--- config.mk ---
export PLATFORM = sky130hd
export DESIGN_NAME = fetch_stage
export DESIGN_NICKNAME = d
export VERILOG_FILES = /design/src/rtl/rv32i_types.sv /design/src/rtl/fetch_buffer.sv /design/src/rtl/fetch_stage.sv
export SDC_FILE = /design/constraint.sdc
export NUM_CORES = 1
export LEC_CHECK = 0
export CAP_MARGIN = 5
export CORE_MARGIN = 2
export CORE_UTILIZATION = 45
export CTS_BUF_LIST = sky130_fd_sc_hd__clkbuf_4 sky130_fd_sc_hd__clkbuf_8
export DETAILED_ROUTE_END_ITERATION = 10
export GPL_ROUTABILITY_DRIVEN = 0
export PLACE_DENSITY_LB_ADDON = 0.3
export SYNTH_ARGS = -nofsm -noshare
export SYNTH_HDL_FRONTEND = slang
export SYNTH_SLANG_ARGS = --single-unit
--- constraint.sdc ---
create_clock -name clk -period 2.4 [get_ports clk]
set_input_delay 0.36 -clock clk [delete_from_list [all_inputs] [get_ports clk]]
set_output_delay 0.36 -clock clk [all_outputs]
set_load 0.02 [all_outputs]
--- src/rtl/rv32i_types.sv ---
// Shared RV32I types for the pipeline; the fetch stage adds its FSM state and buffer entry.
// Latency: none (types only); backpressure: n/a.
package rv32i_types;

  typedef logic [31:0] rv32i_word;

  typedef enum logic [6:0] {
    op_lui   = 7'b0110111,
    op_auipc = 7'b0010111,
    op_jal   = 7'b1101111,
    op_jalr  = 7'b1100111,
    op_br    = 7'b1100011,
    op_load  = 7'b0000011,
    op_store = 7'b0100011,
    op_imm   = 7'b0010011,
    op_reg   = 7'b0110011,
    op_csr   = 7'b1110011
  } rv32i_opcode;

  typedef enum logic {
    FETCH,
    DISCARD
  } fetch_state_t;

  typedef struct packed {
    rv32i_word pc;
    rv32i_word instr;
  } if_entry_t;

endpackage

--- src/rtl/fetch_buffer.sv ---
// Generic in-order FIFO with flush; head is a registered entry, visible the cycle after push.
// Latency: 1 cycle push-to-head; backpressure: caller must not push when full (flush overrides push/pop).
module fetch_buffer
  import rv32i_types::*;
#(
  parameter int  DEPTH   = 2,
  parameter type entry_t = if_entry_t
) (
  input  logic                       clk,
  input  logic                       rst_n,
  input  logic                       push,
  input  logic                       pop,
  input  logic                       flush,
  input  entry_t                     din,
  output logic [$clog2(DEPTH):0]     count,
  output entry_t                     head
);

  localparam int AW = $clog2(DEPTH);
  localparam int CW = AW + 1;

  entry_t        mem [DEPTH];
  logic [AW-1:0] rd_ptr;
  logic [AW-1:0] wr_ptr;

  always_ff @(posedge clk or negedge rst_n) begin
    if (!rst_n) begin
      rd_ptr <= '0;
      wr_ptr <= '0;
      count  <= '0;
      for (int i = 0; i < DEPTH; i++) mem[i] <= '0;
    end else if (flush) begin
      rd_ptr <= '0;
      wr_ptr <= '0;
      count  <= '0;
    end else begin
      if (push) begin
        mem[wr_ptr] <= din;
        wr_ptr      <= wr_ptr + AW'(1);
      end
      if (pop) rd_ptr <= rd_ptr + AW'(1);
      count <= count + CW'(push) - CW'(pop);
    end
  end

  assign head = mem[rd_ptr];

endmodule

--- src/rtl/fetch_stage.sv ---
// RV32I fetch stage: single-outstanding imem reads into an in-order buffer, head split into decode fields.
// Latency: imem_resp to if_valid 1 cycle; backpressure: stall holds the head, a full buffer blocks new requests.
module fetch_stage
  import rv32i_types::*;
#(
  parameter rv32i_word RESET_PC = 32'h0000_0060,
  parameter int        DEPTH    = 2
) (
  input  logic        clk,
  input  logic        rst_n,
  output logic        imem_read,
  output logic [31:0] imem_address,
  input  logic        imem_resp,
  input  logic [31:0] imem_rdata,
  input  logic        redirect,
  input  logic [31:0] redirect_pc,
  input  logic        stall,
  output logic        if_valid,
  output logic [31:0] if_pc,
  output logic [31:0] if_instr,
  output rv32i_opcode if_opcode,
  output logic [2:0]  if_funct3,
  output logic [6:0]  if_funct7,
  output logic [4:0]  if_rd,
  output logic [4:0]  if_rs1,
  output logic [4:0]  if_rs2
);

  localparam int CW = $clog2(DEPTH) + 1;

  fetch_state_t  state;
  logic          pending;
  rv32i_word     fetch_pc;
  rv32i_word     target;
  logic [CW-1:0] count;
  logic [CW-1:0] count_after;
  logic          push;
  logic          pop;
  if_entry_t     head;
  if_entry_t     din;

  assign target = redirect_pc & 32'hFFFF_FFFC;

  // Redirect wins over everything: no push of the in-flight word, no pop of the head.
  assign push        = (state == FETCH) && pending && imem_resp && !redirect;
  assign pop         = if_valid && !stall && !redirect;
  assign count_after = count + CW'(push) - CW'(pop);
  assign din         = '{pc: fetch_pc, instr: imem_rdata};

  fetch_buffer #(
    .DEPTH   (DEPTH),
    .entry_t (if_entry_t)
  ) u_buf (
    .clk   (clk),
    .rst_n (rst_n),
    .push  (push),
    .pop   (pop),
    .flush (redirect),
    .din   (din),
    .count (count),
    .head  (head)
  );

  // pending doubles as the registered imem_read; a new request is decided on the same edge
  // that retires the previous one, using the post-edge occupancy.
  always_ff @(posedge clk or negedge rst_n) begin
    if (!rst_n) begin
      state        <= FETCH;
      pending      <= 1'b0;
      fetch_pc     <= RESET_PC;
      imem_address <= RESET_PC;
    end else if (redirect) begin
      fetch_pc <= target;
      if (pending && !imem_resp) begin
        state <= DISCARD;
      end else begin
        state        <= FETCH;
        pending      <= 1'b1;
        imem_address <= target;
      end
    end else if (state == FETCH) begin
      if (pending) begin
        if (imem_resp) begin
          fetch_pc     <= fetch_pc + 32'd4;
          imem_address <= fetch_pc + 32'd4;
          pending      <= (count_after < CW'(DEPTH));
        end
      end else if (count_after < CW'(DEPTH)) begin
        pending      <= 1'b1;
        imem_address <= fetch_pc;
      end
    end else begin
      if (imem_resp) begin
        state        <= FETCH;
        pending      <= 1'b1;
        imem_address <= fetch_pc;
      end
    end
  end

  assign imem_read = pending;

  assign if_valid  = (count != '0);
  assign if_pc     = head.pc;
  assign if_instr  = head.instr;
  assign if_opcode = rv32i_opcode'(head.instr[6:0]);
  assign if_funct3 = head.instr[14:12];
  assign if_funct7 = head.instr[31:25];
  assign if_rd     = head.instr[11:7];
  assign if_rs1    = head.instr[19:15];
  assign if_rs2    = head.instr[24:20];

endmodule

After elaboration in Yosys (flattened, before gate mapping):

Index checks and enable logic that the tools add are counted.

* add/subtract/negate cells: 5
* order comparisons: 4
* eq/ne operators: 4
* multiplexer cells: 32
* bitwise operators: 4
* reductions and logical operators: 20

Operators with widths (number)
* two-way mux 32 bit: 10
* two-way mux 64 bit: 4
* bitwise mux 128 bit: 1
* demux 64 bit (select 1 bit): 1
* adder 32 x 3 -> 32 bit (second input constant): 1
* two-way mux 1 bit: 15
* nonzero test 2 bit: 5
* logical AND 1 bit: 7
* != test 3 bit (second input constant): 2
* >= comparator 2 bit (second input constant): 2
* != test 2 bit (second input constant): 2
* NOT 1 -> 2 bit: 2
* AND reduction 2 bit: 2
* AND reduction 4 bit: 1
* nonzero test 4 bit: 1
* zero test 1 bit: 3
* AND reduction 3 bit: 1
* adder 1 bit (second input constant): 2
* adder 2 x 1 -> 2 bit: 1
* < comparator 2 x 1 -> 1 bit (second input constant): 1
* < comparator 2 bit (second input constant): 1
* two-way mux 2 bit: 1
* NOT 1 bit: 2
* subtractor 2 x 1 -> 2 bit: 1

* register bits: 198
* input port bits: 69
* output and inout port bits: 130

Logic depth before layout (Yosys ltp):

* depth in word-level cells: 11
* mapped depth: 14
* depth with buffers taken out: 10

Hierarchy:

From an unflattened synthesis, not the netlist that was laid out.

* cell total of the unflattened synthesis: 824
* area, all modules: 10418.7 µm²

Modules (own cells, without submodules)
* fetch_buffer: times used 1, cells each 358, area an instance 6138.4 µm², sequential area each 3303.2 µm²
* fetch_stage: times used 1, cells each 466, area an instance 4280.4 µm², sequential area each 1581.5 µm²

Worst setup path after synthesis:

Ideal clock, no wire load.

* path type: in2reg
* start point: input port redirect
* end point: register imem_address[27]
* library setup time: 0.126 ns
* arrival time: 2.914 ns
* data required time: 2.274 ns
* path slack: -0.640 ns
* stages: 14
* path through: clkbuf_1 -> clkbuf_1 -> buf_1 -> nor3_1 -> ha_1 -> inv_1 -> ha_1 -> xnor3_1 -> nor2_1 -> a21o_1 -> buf_2 -> nor2_1 -> clkbuf_1 -> a221o_1

* longest elaborated chain between the ends: 7
* elaborated cells between the ends (all ways): 12
* those cells by class: add/sub (2); order compare (1); eq/ne (3); mux (1); reduce/logical (5)

RTL lines
* start: declaration: RTL line fetch_stage.sv:15 `input logic redirect,`
* zero test 1 bit: RTL line fetch_stage.sv:45, fetch_stage.sv:46
* logical AND 1 bit: RTL line fetch_stage.sv:45 `assign push = (state == FETCH) && pending && imem_resp && !redirect;`
* adder 2 x 1 -> 2 bit: RTL line fetch_stage.sv:47 `assign count_after = count + CW'(push) - CW'(pop);`
* subtractor 2 x 1 -> 2 bit: RTL line fetch_stage.sv:47
* < comparator 2 bit: RTL line fetch_stage.sv:88 `end else if (count_after < CW'(DEPTH)) begin`
* nonzero test 4 bit (no line)
* AND reduction 4 bit (no line)
* end signal: assignment: RTL line fetch_stage.sv:85 `imem_address <= fetch_pc + 32'd4;`
* end signal: assignment: RTL line fetch_stage.sv:90 `imem_address <= fetch_pc;`
* end signal: assignment: RTL line fetch_stage.sv:96 `imem_address <= fetch_pc;`
* end: declaration: RTL line fetch_stage.sv:12 `output logic [31:0] imem_address,`

Parallel ways exist; a longest one is shown, timed or not.
A chain may end at the register's enable or synchronous reset.

Final worst setup path:

* start point: register u_buf.rd_ptr
* end point: output port if_instr[26]

* longest elaborated chain between the ends: 4

RTL lines
* start: declaration: RTL line fetch_buffer.sv:23 `logic [AW-1:0] rd_ptr;`
* start signal: assignment: RTL line fetch_buffer.sv:41 `if (pop) rd_ptr <= rd_ptr + AW'(1);`
* NOT 1 -> 2 bit (not written as such): RTL line fetch_buffer.sv:46 `assign head = mem[rd_ptr];`
* two-way mux 64 bit (not written as such) (3 in series): RTL line fetch_buffer.sv:46
* end: declaration: RTL line fetch_stage.sv:20 `output logic [31:0] if_instr,`

No other way between the ends. The select of a mux whose other input is x is not followed.

==> metrics <==
Clock Power Share 0.190; Slew Viols, Final 0; Starting Density 0.459; global-route wire length before repair 36000 um; top-area cell type share of the netlist area 0.485; H-tree levels 4; hold_ws 413 ps; Die W 150 um; utilization after layout 0.583; Seq cells post-synth 191; multi-input logic area 4360 um2; post-DP HPWL 16200 um; ys async rst share 1.00; Critical Path Source Type flip-flop; largest net degree at the start of global routing 53; status finished clean; Levels on crit path 3; Crit path required time 2040 ps; TritonCTS Buffers 17; area grow syn2layout 27.0%; Worst Path Arrival 1960 ps; number of enable flip-flop cells after synthesis 0; vias in the first global route 6802; final setup margin 79.7 ps; Worst Hold Class in -> async; Final Cycle Share 0.967; Syn Area/Cell 11.8 um2; drt via density 5.30; Worst-path clk slew 100 ps; post-synth top area cell dfrtp_1; VDD IR max 0.615 mV; max_cap viols 0; Pwr per Cell Area 922 nW/um2; most common cell in the netlist mux2_2; Final Hold Fails 0; max incr delay on CP 540 ps; Period minus WS final 2320 ps; Post-DP Area 11900 um2; initial antenna violation count 1; Worst-Skew Late Latency 460 ps; ranking of synthesized cells by area dfrtp_1 49%, mux2_2 23%, buf_4 2.7%, xnor2_1 2.5%, xor2_1 1.9%; Worst Path Buf+Inv 2; Total GRT Usage 0.204; Vias 6729; Core Rows 53; WS Path Type reg -> out; Worst-Margin Slew 535 ps; DRT iter0 DRCs 357; Switching Share 0.340; unrepaired setup endpoints after global routing no; final instance area 12300 um2; Residual DRC 0; CTS tree yes; Worst setup EP type output pin; clock root cell clkbuf_8; Seq pwr share 0.423; crit-path max FO 16; max_slew headroom 0.643; GRT overflow 0; I/O pin total 199; # Post-CTS Setup Buffers 0; sequential share of the synthesized area 0.496; Post-Synthesis Cell Area 9650 um2; Die H 150 um; Pint 7.46 mW; port bufs 194; layout net count 1054; Synth Flop Type dfrtp_1; DR pass1 iterations 4; register area 4790 um2; layout cells sized above 1 0.313; clk sinks 191; Layout Skew 12.5 ps; CP delay by family, top buffers and inverters; Synth Instances 815; final setup TNS 0 ps; Critical Path, Cell by Cell buf_6 -> mux2_2 -> clkdlybuf4s50_1; Synth Warn # 0; Net Sw Power 3.84 mW; post-route ant nets 0; DRT Wirelength 22700 um; die footprint 22600 um2; core area 21000 um2; internal reg-to-reg setup slack 130 ps; distinct cell type count after synthesis 59; Final Setup Violations 0; fmax 0.431 GHz; diodes inserted 0; CP max-delay cell clkdlybuf4s50_1; fillers 1776; Clock Tree Buf Depth 2; pre-CTS WS -366 ps; combinational share of power 0.387; Post-synth top cells 200 x mux2_2, 187 x dfrtp_1, 47 x nand2_1; FF-to-FF path depth 11; DR WL/cell 17.9 um; static leakage 5.20 nW
==> flip-flops by register name, indices dropped and copies added, names as in the netlist <==
register,flops
u_buf.mem,124
imem_address,31
fetch_pc,30
u_buf.count,2
imem_read,1
state,1
u_buf.rd_ptr,1
u_buf.wr_ptr,1
==> power groups by stage <==
| stage | logic (mW) | clock network [mW] | registers, mW |
|---|---|---|---|
| 5_1_grt | 4.70 | 2.34 | 4.92 |
| 3_5_place_dp | 4.81 | 0 | 4.85 |
| 3_3_place_gp | 4.75 | 0 | 4.80 |
| 2_1_floorplan | 3.10 | 0 | 4.72 |
| 4_1_cts | 4.46 | 2.21 | 4.78 |
| 6_report | 4.37 | 2.14 | 4.78 |
==> placed cells by master, fill, tap and decap left out, types with 3 or more instances in the layout <==
cell type        count
a211oi_1             5
a21boi_0             5
a21oi_1             10
a221o_1              3
a31oi_1              3
and2_1               5
and3_1               7
and4_1               3
buf_12               6
buf_4               42
clkbuf_4             3
clkbuf_8            19
clkdlybuf4s50_1    105
clkinv_4             3
dfrtp_1            186
dfstp_2              4
dlygate4sd2_1       75
dlymetal6s2s_1      12
inv_1                6
inv_6                3
mux2_2             200
mux2i_1              4
nand2_1             46
nand2b_1             6
nand3_1             22
nand4_1             20
nor2_1              30
nor3_1              11
nor4_1               7
nor4b_1              3
o21ai_0             23
o31a_1               3
o31ai_1             11
or3_1                4
xnor2_1             28
xor2_1              21
==> stage by stage <==
| step | total power, mW | instances |
|---|---|---|
| final | 11.3 | 1270 |
| after detailed placement | 9.66 | 1237 |
| after global placement | 9.55 | 1237 |
| after floorplan | 7.82 | 816 |
| after CTS | 11.5 | 1270 |
| after global routing | 12.0 | 1270 |
==> routing by layer <==
metal	share of wire	wire length [um]	up-vias	global-route usage
li1	-	-	3173	-
met1	0.44	9880	3379	0.273
met2	0.50	11300	161	0.339
met3	0.054	1230	16	0.0476
met4	0.010	237	0	0.0476
met5	0	0	-	0
==> cells by family after synthesis <==
| group | after synthesis | synth area share |
|---|---|---|
| compound gates | 76 | 0.0520 |
| other cells | 1 | 0.000389 |
| simple gates | 186 | 0.105 |
| buf+inv | 104 | 0.0580 |
| fa+ha+maj | 3 | 0.00389 |
| flops | 191 | 0.496 |
| xor+xnor | 50 | 0.0468 |
| mux | 204 | 0.238 |
==> path summary, 6_finish.rpt <==
kind | from | endpoint
worst min register to register | imem_address[6] | imem_address[6]
max in group asynchronous | rst_n | fetch_pc[5]
min in group clk | imem_address[6] | imem_address[6]
worst max-delay path | u_buf.rd_ptr | if_instr[26]
worst min-delay path | rst_n | u_buf.mem[10]
worst max register to register | u_buf.count[1] | imem_address[31]
==> final cells by class <==
type,instances,share of cell area
Clock inverter,11,0.0106
Multi-Input combinational cell,521,0.356
Tap cell,275,0.0281
Timing Repair Buffer,245,0.191
Clock buffer,21,0.0220
Inverter,6,0.00184
Sequential cell,191,0.390
==> repair_timing <==
item,in CTS,in global routing
cloned,0,0
pin swaps,2,0
gates resized for setup,77,17
setup endpoints to repair,95,34
hold endpoints to repair,47,0
hold buffers,1,0
(Power assumes the default switching activity.)
